[config.mk]
export PLATFORM = sky130hd
export DESIGN_NAME = ibex_rf_wr_sequencer
export DESIGN_NICKNAME = d
export VERILOG_FILES = /design/src/rtl/ibex_rf_pkg.sv /design/src/rtl/ibex_rf_wr_arb.sv /design/src/rtl/ibex_rf_wr_sequencer.sv
export SDC_FILE = /design/constraint.sdc
export NUM_CORES = 1
export LEC_CHECK = 0
export BUFFER_PORTS_ARGS = -buffer_cell sky130_fd_sc_hd__buf_4
export CAP_MARGIN = 10
export CORE_MARGIN = 4
export CORE_UTILIZATION = 47
export DETAILED_ROUTE_END_ITERATION = 12
export PLACE_DENSITY = 0.81
export SLEW_MARGIN = 10
export SYNTH_ARGS = -nofsm -noshare
export SYNTH_HDL_FRONTEND = slang
export SYNTH_HIERARCHICAL = 1
export SYNTH_SLANG_ARGS = --single-unit
[constraint.sdc]
create_clock -name clk_i -period 2.4 [get_ports clk_i]
set_input_delay 0.36 -clock clk_i [delete_from_list [all_inputs] [get_ports clk_i]]
set_output_delay 0.36 -clock clk_i [all_outputs]
set_load 0.02 [all_outputs]
[src/rtl/ibex_rf_pkg.sv]
// ibex_rf_pkg
//   Shared definitions for the FPGA register-file write sequencer:
//   - RfAddrW        : register address width
//   - rf_seq_state_e : sequencer state (init sweep / normal run)
//   - num_regs()     : architectural register count for RV32E / RV32I
package ibex_rf_pkg;

   localparam int unsigned RfAddrW = 5;

   typedef enum logic {
      RF_SEQ_INIT = 1'b0,
      RF_SEQ_RUN  = 1'b1
   } rf_seq_state_e;

   function automatic int unsigned num_regs(input bit rv32e);
      return rv32e ? 32'd16 : 32'd32;
   endfunction

endpackage

[src/rtl/ibex_rf_wr_arb.sv]
// ibex_rf_wr_arb
//   Two-requester grant for the register-file write port while the
//   sequencer is running. A (writeback) has fixed priority; B (debug /
//   external) is forced through after being blocked MaxWait cycles.
// Ports:
//   clk_i, rst_i             clock, async active-high reset
//   en_i                     sequencer is in RUN; no grants otherwise
//   clr_i                    clear the wait counter (init sweep restarting)
//   a_valid_i / a_ready_o    requester A handshake
//   b_valid_i / b_ready_o    requester B handshake
module ibex_rf_wr_arb #(
   parameter int unsigned MaxWait = 4
) (
   input  logic clk_i,
   input  logic rst_i,
   input  logic en_i,
   input  logic clr_i,
   input  logic a_valid_i,
   output logic a_ready_o,
   input  logic b_valid_i,
   output logic b_ready_o
);

   // MaxWait=0 would give a zero-width counter; keep one bit that never moves.
   localparam int unsigned   CntW   = (MaxWait > 0) ? $clog2(MaxWait + 1) : 1;
   localparam logic [CntW-1:0] CntMax = CntW'(MaxWait);
   localparam bit            ForceEn = (MaxWait > 0);

   logic [CntW-1:0] wait_cnt_q, wait_cnt_d;
   logic            force_b;

   always_comb begin
      force_b   = ForceEn && (wait_cnt_q == CntMax) && b_valid_i;
      a_ready_o = en_i & a_valid_i & ~force_b;
      b_ready_o = en_i & b_valid_i & (~a_valid_i | force_b);

      wait_cnt_d = '0;
      if (en_i && !clr_i && b_valid_i && !b_ready_o) begin
         wait_cnt_d = (wait_cnt_q == CntMax) ? wait_cnt_q : wait_cnt_q + CntW'(1);
      end
   end

   always_ff @(posedge clk_i or posedge rst_i) begin
      if (rst_i) begin
         wait_cnt_q <= '0;
      end else begin
         wait_cnt_q <= wait_cnt_d;
      end
   end

endmodule

[src/rtl/ibex_rf_wr_sequencer.sv]
// ibex_rf_wr_sequencer
//   Owns the single write port of the FPGA register file. After reset (or
//   on init_req_i) it sweeps x1..x(NumRegs-1) with InitVal, then arbitrates
//   the port between writeback (A) and the debug/external path (B).
//   Optional feature macro: IBEX_RF_WR_SEQ_ERR_EN -- B writes to x0 (or to
//   x16+ when RV32E) are acknowledged but dropped and flagged on err_o.
// Ports:
//   clk_i, rst_i                     clock, async active-high reset
//   init_req_i                       restart the sweep (honoured in RUN only)
//   a_valid_i/a_ready_o/a_addr_i/a_data_i   requester A
//   b_valid_i/b_ready_o/b_addr_i/b_data_i   requester B
//   rf_waddr_o/rf_wdata_o/rf_we_o    registered register-file write port
//   init_done_o                      high while in RUN
//   err_o                            one-cycle pulse on a dropped illegal B write
module ibex_rf_wr_sequencer
   import ibex_rf_pkg::*;
#(
   parameter bit                   RV32E     = 1'b0,
   parameter int unsigned          DataWidth = 32,
   parameter logic [DataWidth-1:0] InitVal   = '0,
   parameter int unsigned          MaxWait   = 4
) (
   input  logic                 clk_i,
   input  logic                 rst_i,
   input  logic                 init_req_i,
   input  logic                 a_valid_i,
   output logic                 a_ready_o,
   input  logic [RfAddrW-1:0]   a_addr_i,
   input  logic [DataWidth-1:0] a_data_i,
   input  logic                 b_valid_i,
   output logic                 b_ready_o,
   input  logic [RfAddrW-1:0]   b_addr_i,
   input  logic [DataWidth-1:0] b_data_i,
   output logic [RfAddrW-1:0]   rf_waddr_o,
   output logic [DataWidth-1:0] rf_wdata_o,
   output logic                 rf_we_o,
   output logic                 init_done_o,
   output logic                 err_o
);

   localparam logic [RfAddrW-1:0] LastAddr  = RfAddrW'(num_regs(RV32E) - 1);
   localparam logic [RfAddrW-1:0] FirstAddr = RfAddrW'(1);

   rf_seq_state_e        state_q, state_d;
   logic [RfAddrW-1:0]   sweep_addr_q, sweep_addr_d;
   logic [RfAddrW-1:0]   rf_waddr_q, rf_waddr_d;
   logic [DataWidth-1:0] rf_wdata_q, rf_wdata_d;
   logic                 rf_we_q, rf_we_d;
   logic                 err_q, err_d;
   logic                 run;
   logic                 b_illegal;

   assign run = (state_q == RF_SEQ_RUN);

`ifdef IBEX_RF_WR_SEQ_ERR_EN
   assign b_illegal = (b_addr_i == '0) || (RV32E && b_addr_i[RfAddrW-1]);
`else
   assign b_illegal = 1'b0;
`endif

   ibex_rf_wr_arb #(
      .MaxWait (MaxWait)
   ) u_arb (
      .clk_i     (clk_i),
      .rst_i     (rst_i),
      .en_i      (run),
      .clr_i     (init_req_i),
      .a_valid_i (a_valid_i),
      .a_ready_o (a_ready_o),
      .b_valid_i (b_valid_i),
      .b_ready_o (b_ready_o)
   );

   always_comb begin
      state_d      = state_q;
      sweep_addr_d = sweep_addr_q;
      rf_waddr_d   = rf_waddr_q;   // addr/data hold when no write is issued
      rf_wdata_d   = rf_wdata_q;
      rf_we_d      = 1'b0;
      err_d        = 1'b0;

      unique case (state_q)
         RF_SEQ_INIT: begin
            rf_waddr_d = sweep_addr_q;
            rf_wdata_d = InitVal;
            rf_we_d    = 1'b1;
            if (sweep_addr_q == LastAddr) begin
               sweep_addr_d = FirstAddr;
               state_d      = RF_SEQ_RUN;
            end else begin
               sweep_addr_d = sweep_addr_q + RfAddrW'(1);
            end
         end
         RF_SEQ_RUN: begin
            // The arbiter grants at most one requester per cycle.
            if (a_ready_o) begin
               rf_waddr_d = a_addr_i;
               rf_wdata_d = a_data_i;
               rf_we_d    = 1'b1;
            end else if (b_ready_o) begin
               if (b_illegal) begin
                  err_d = 1'b1;
               end else begin
                  rf_waddr_d = b_addr_i;
                  rf_wdata_d = b_data_i;
                  rf_we_d    = 1'b1;
               end
            end
            // Same-cycle handshake above still lands; sweep restarts next cycle.
            if (init_req_i) begin
               state_d      = RF_SEQ_INIT;
               sweep_addr_d = FirstAddr;
            end
         end
         default: begin
            state_d      = RF_SEQ_INIT;
            sweep_addr_d = FirstAddr;
         end
      endcase
   end

   always_ff @(posedge clk_i or posedge rst_i) begin
      if (rst_i) begin
         state_q      <= RF_SEQ_INIT;
         sweep_addr_q <= FirstAddr;
         rf_waddr_q   <= '0;
         rf_wdata_q   <= '0;
         rf_we_q      <= 1'b0;
         err_q        <= 1'b0;
      end else begin
         state_q      <= state_d;
         sweep_addr_q <= sweep_addr_d;
         rf_waddr_q   <= rf_waddr_d;
         rf_wdata_q   <= rf_wdata_d;
         rf_we_q      <= rf_we_d;
         err_q        <= err_d;
      end
   end

   assign rf_waddr_o  = rf_waddr_q;
   assign rf_wdata_o  = rf_wdata_q;
   assign rf_we_o     = rf_we_q;
   assign err_o       = err_q;
   assign init_done_o = run;

endmodule

==> results.yml <==
synth:
  synthArstFlopShare_pct: 100
  yosys-top-cells-count: "dfrtp_1, mux2i_1, nand2_1, and2_1, o21ai_1"
  synth_edf_count: 0
  synth_area_per_cell_sq_um: 9.98
  synth.yosys.seq_area_share_pct: 46.1
  synth_top_area_share_pct: 45.1
  post-synth-top-count-cell: "dfrtp_1"
  netlist_instances: 256
  synth-main-ff-cell: "dfrtp_1"
  synth_area_sq_um: 2550
  yosysTopAreaCell: "dfrtp_1"
  synthDistinctLibCells: 32
  synth.area.top_cells: "dfrtp_1, mux2i_1, and2_1, o21ai_1, nand2_1"
  ys_ff_latch: 47
  synth_nets: 339
  yosysWarningCount: 6
worst_setup_path:
  r2r-start: "u_arb/wait_cnt_q[0]"
  start_kind: "flip-flop"
  cp_slowest_stage_delay_ns: 0.40
  reg2reg_depth: 8
  r2r_slack_ns: 0.22
  required_ns: 2.04
  crit_top_cell: "buf_4"
  crit_path_end_kind: "output port"
  cp_slowest_cell: "dfrtp_1"
  crit_type: "reg -> out"
  cp_top_family: "buffers and inverters"
  r2r-end: "rf_wdata_o[28]"
  cp.arrival_ns: 1.92
  crit_path_max_fanout: 9
  crit_buf_inv: 3
  path_cells: "inv_1 > ha_1 > and2_1 > a21oi_4 > buf_4 > buf_4"
power:
  powerDensity_nw_per_um2: 634
  p_leak_nw: 1.76
  power_mw: 2.30
  peakVddDrop_mv: 0.376
timing:
  finalSetupViolCount: 0
  max_freq_ghz: 0.438
  fin_worst_skew_ns: 0.00427
  finalHoldViolCount: 0
  slew_violations: 0
  fin_setup_tns_ns: 0
  fin_crit_ns: 2.28
  fin_crit_sh_pct: 95.1
  setup_ws_ns: 0.118
  rsz0062_at_grt: "false"
  holdWs_ns: 0.271
  slew_headroom_pct: 66.0
  worstMarginPinSlew_ns: 0.510
floorplan:
  die-area_sq_um: 6680
  die_x_um: 81.7
  row_count: 26
  io_pins: 121
  start_util_pct: 49.4
  die_h_um: 81.7
  core_area_sq_um: 5170
route:
  drt_wl_total_um: 6530
  drcViolationCount: 0
  post_drt_wl_per_cell_um: 14.7
  first_pass_iters: 4
  drtIter0Drc: 106
  ant_nets: 0
  vias: 2188
  avgViaCountPerCell: 4.94
layout:
  final_util_pct: 70.2
  final_cell_area_sq_um: 3630
  area_delta_synth_final_pct: 42.1
  final_nets: 455
  multi_input_area_sq_um: 1230
  drive_gt1_share_pct: 39.4
  diodes: 0
  fill_cells: 416
  final-seq-area_sq_um: 1180
  fin_cells: 443
global_route:
  grt_usage_pct: 19.7
  grt_start_max_net_pins: 59
  grt.overflow.total: 0
  grt_pass1_wl_um: 10300
  grt_pass1_vias: 2201
  antenna_found_initial: 0
clock_tree:
  ctsRootBufferMaster: "clkbuf_8"
  cts.clk_slew.worst_paths_ns: 0.08
  ctsHoldBuffers: 1
  numCtsBuffers: 5
  ctsResizeCount: 0
  clk_path_buf_depth: 2
  clkSinkCount: 47
  clkLatencyLatePin_ns: 0.30
  cts_tree: "yes"
  postCtsSetupBuffers: 0
  htreeDepth: 2
placement:
  placed_area_sq_um: 3500
  port_buffers: 119
  gp_congestion: 0.803
  place_inst: 434
  hpwl_um: 4950
  preCtsSetupSlack_ns: 0.207
min_path:
  whs_path_depth: 2
  min_to: "sweep_addr_q[1]"
  worstHoldStart: "init_req_i"
  hold_path.class: "in -> reg"
status:
  outcome: "finished clean"
job:
  drv_cap: 0
## kinds of logic (layout without fill, tap and decap cells)
| logic type | Yosys count | in the layout | synth area share (%) |
|---|---|---|---|
| AND/OR/NAND/NOR | 88 | 88 | 18.5 |
| adder cells (fa/ha/maj) | 4 | 4 | 1.96 |
| buffers and inverters | 27 | 144 | 6.27 |
| other | 1 | 1 | 0.147 |
| flip-flops | 47 | 47 | 46.1 |
| multiplexers | 38 | 38 | 14.9 |
| AO/OA/AOI/OAI | 51 | 51 | 12.1 |
## how the worst max path moves through the flow
stage / slack, ns / depth (start not counted) / endpoint / startpoint
finish: 0.12 / 6 / a_ready_o / u_arb/wait_cnt_q[0]
floorplan: 0.29 / 9 / rf_waddr_o[3] / u_arb/wait_cnt_q[0]
global placement: 0.33 / 8 / rf_wdata_o[26] / u_arb/wait_cnt_q[0]
global route: 0.008 / 6 / a_ready_o / u_arb/wait_cnt_q[0]
CTS: 0.10 / 6 / a_ready_o / u_arb/wait_cnt_q[0]
detailed placement: 0.21 / 8 / rf_wdata_o[15] / u_arb/wait_cnt_q[0]
## layout make-up
class	count	share of cell area, %
multi-input combinational	182	33.9
clock buffer	6	2.28
inverter	8	0.827
clock inverter	2	0.965
tap	70	2.41
timing repair buffer	128	27.2
sequential	47	32.4
## per-layer routing
| layer | vias up | part of all wire [%] | track usage (%) |
|---|---|---|---|
| met1 | 1014 | 42 | 24.9 |
| li1 | 1089 | - | - |
| met4 | 0 | 1.2 | 4.98 |
| met3 | 6 | 8.8 | 4.71 |
| met5 | - | 0 | 0 |
| met2 | 79 | 48 | 34.0 |
## report_power, final
group	switching, mW	leakage, nW	internal (mW)	total (mW)
clock	0.261	0.0612	0.337	0.598
sequential	0.0684	0.634	0.892	0.961
combinational	0.380	1.07	0.362	0.742
## placed cells by master, fill, tap and decap left out, types with 3 or more instances in the layout
cell      count
nor2_1        7
clkbuf_8      6
mux2i_1      38
buf_4       125
dfrtp_1      46
inv_1         7
a211oi_2      4
and2_1       33
a21o_1        5
ha_1          4
nand2_1      37
o22ai_1       3
o21ai_1      33
## sequential cells by signal, indices dropped and copies added, names as in the netlist
name,flops
init_done_o,1
rf_waddr_o,5
rf_wdata_o,32
rf_we_o,1
sweep_addr_q,5
u_arb/wait_cnt_q,3
No activity file was read; power rests on OpenSTA's default activity.
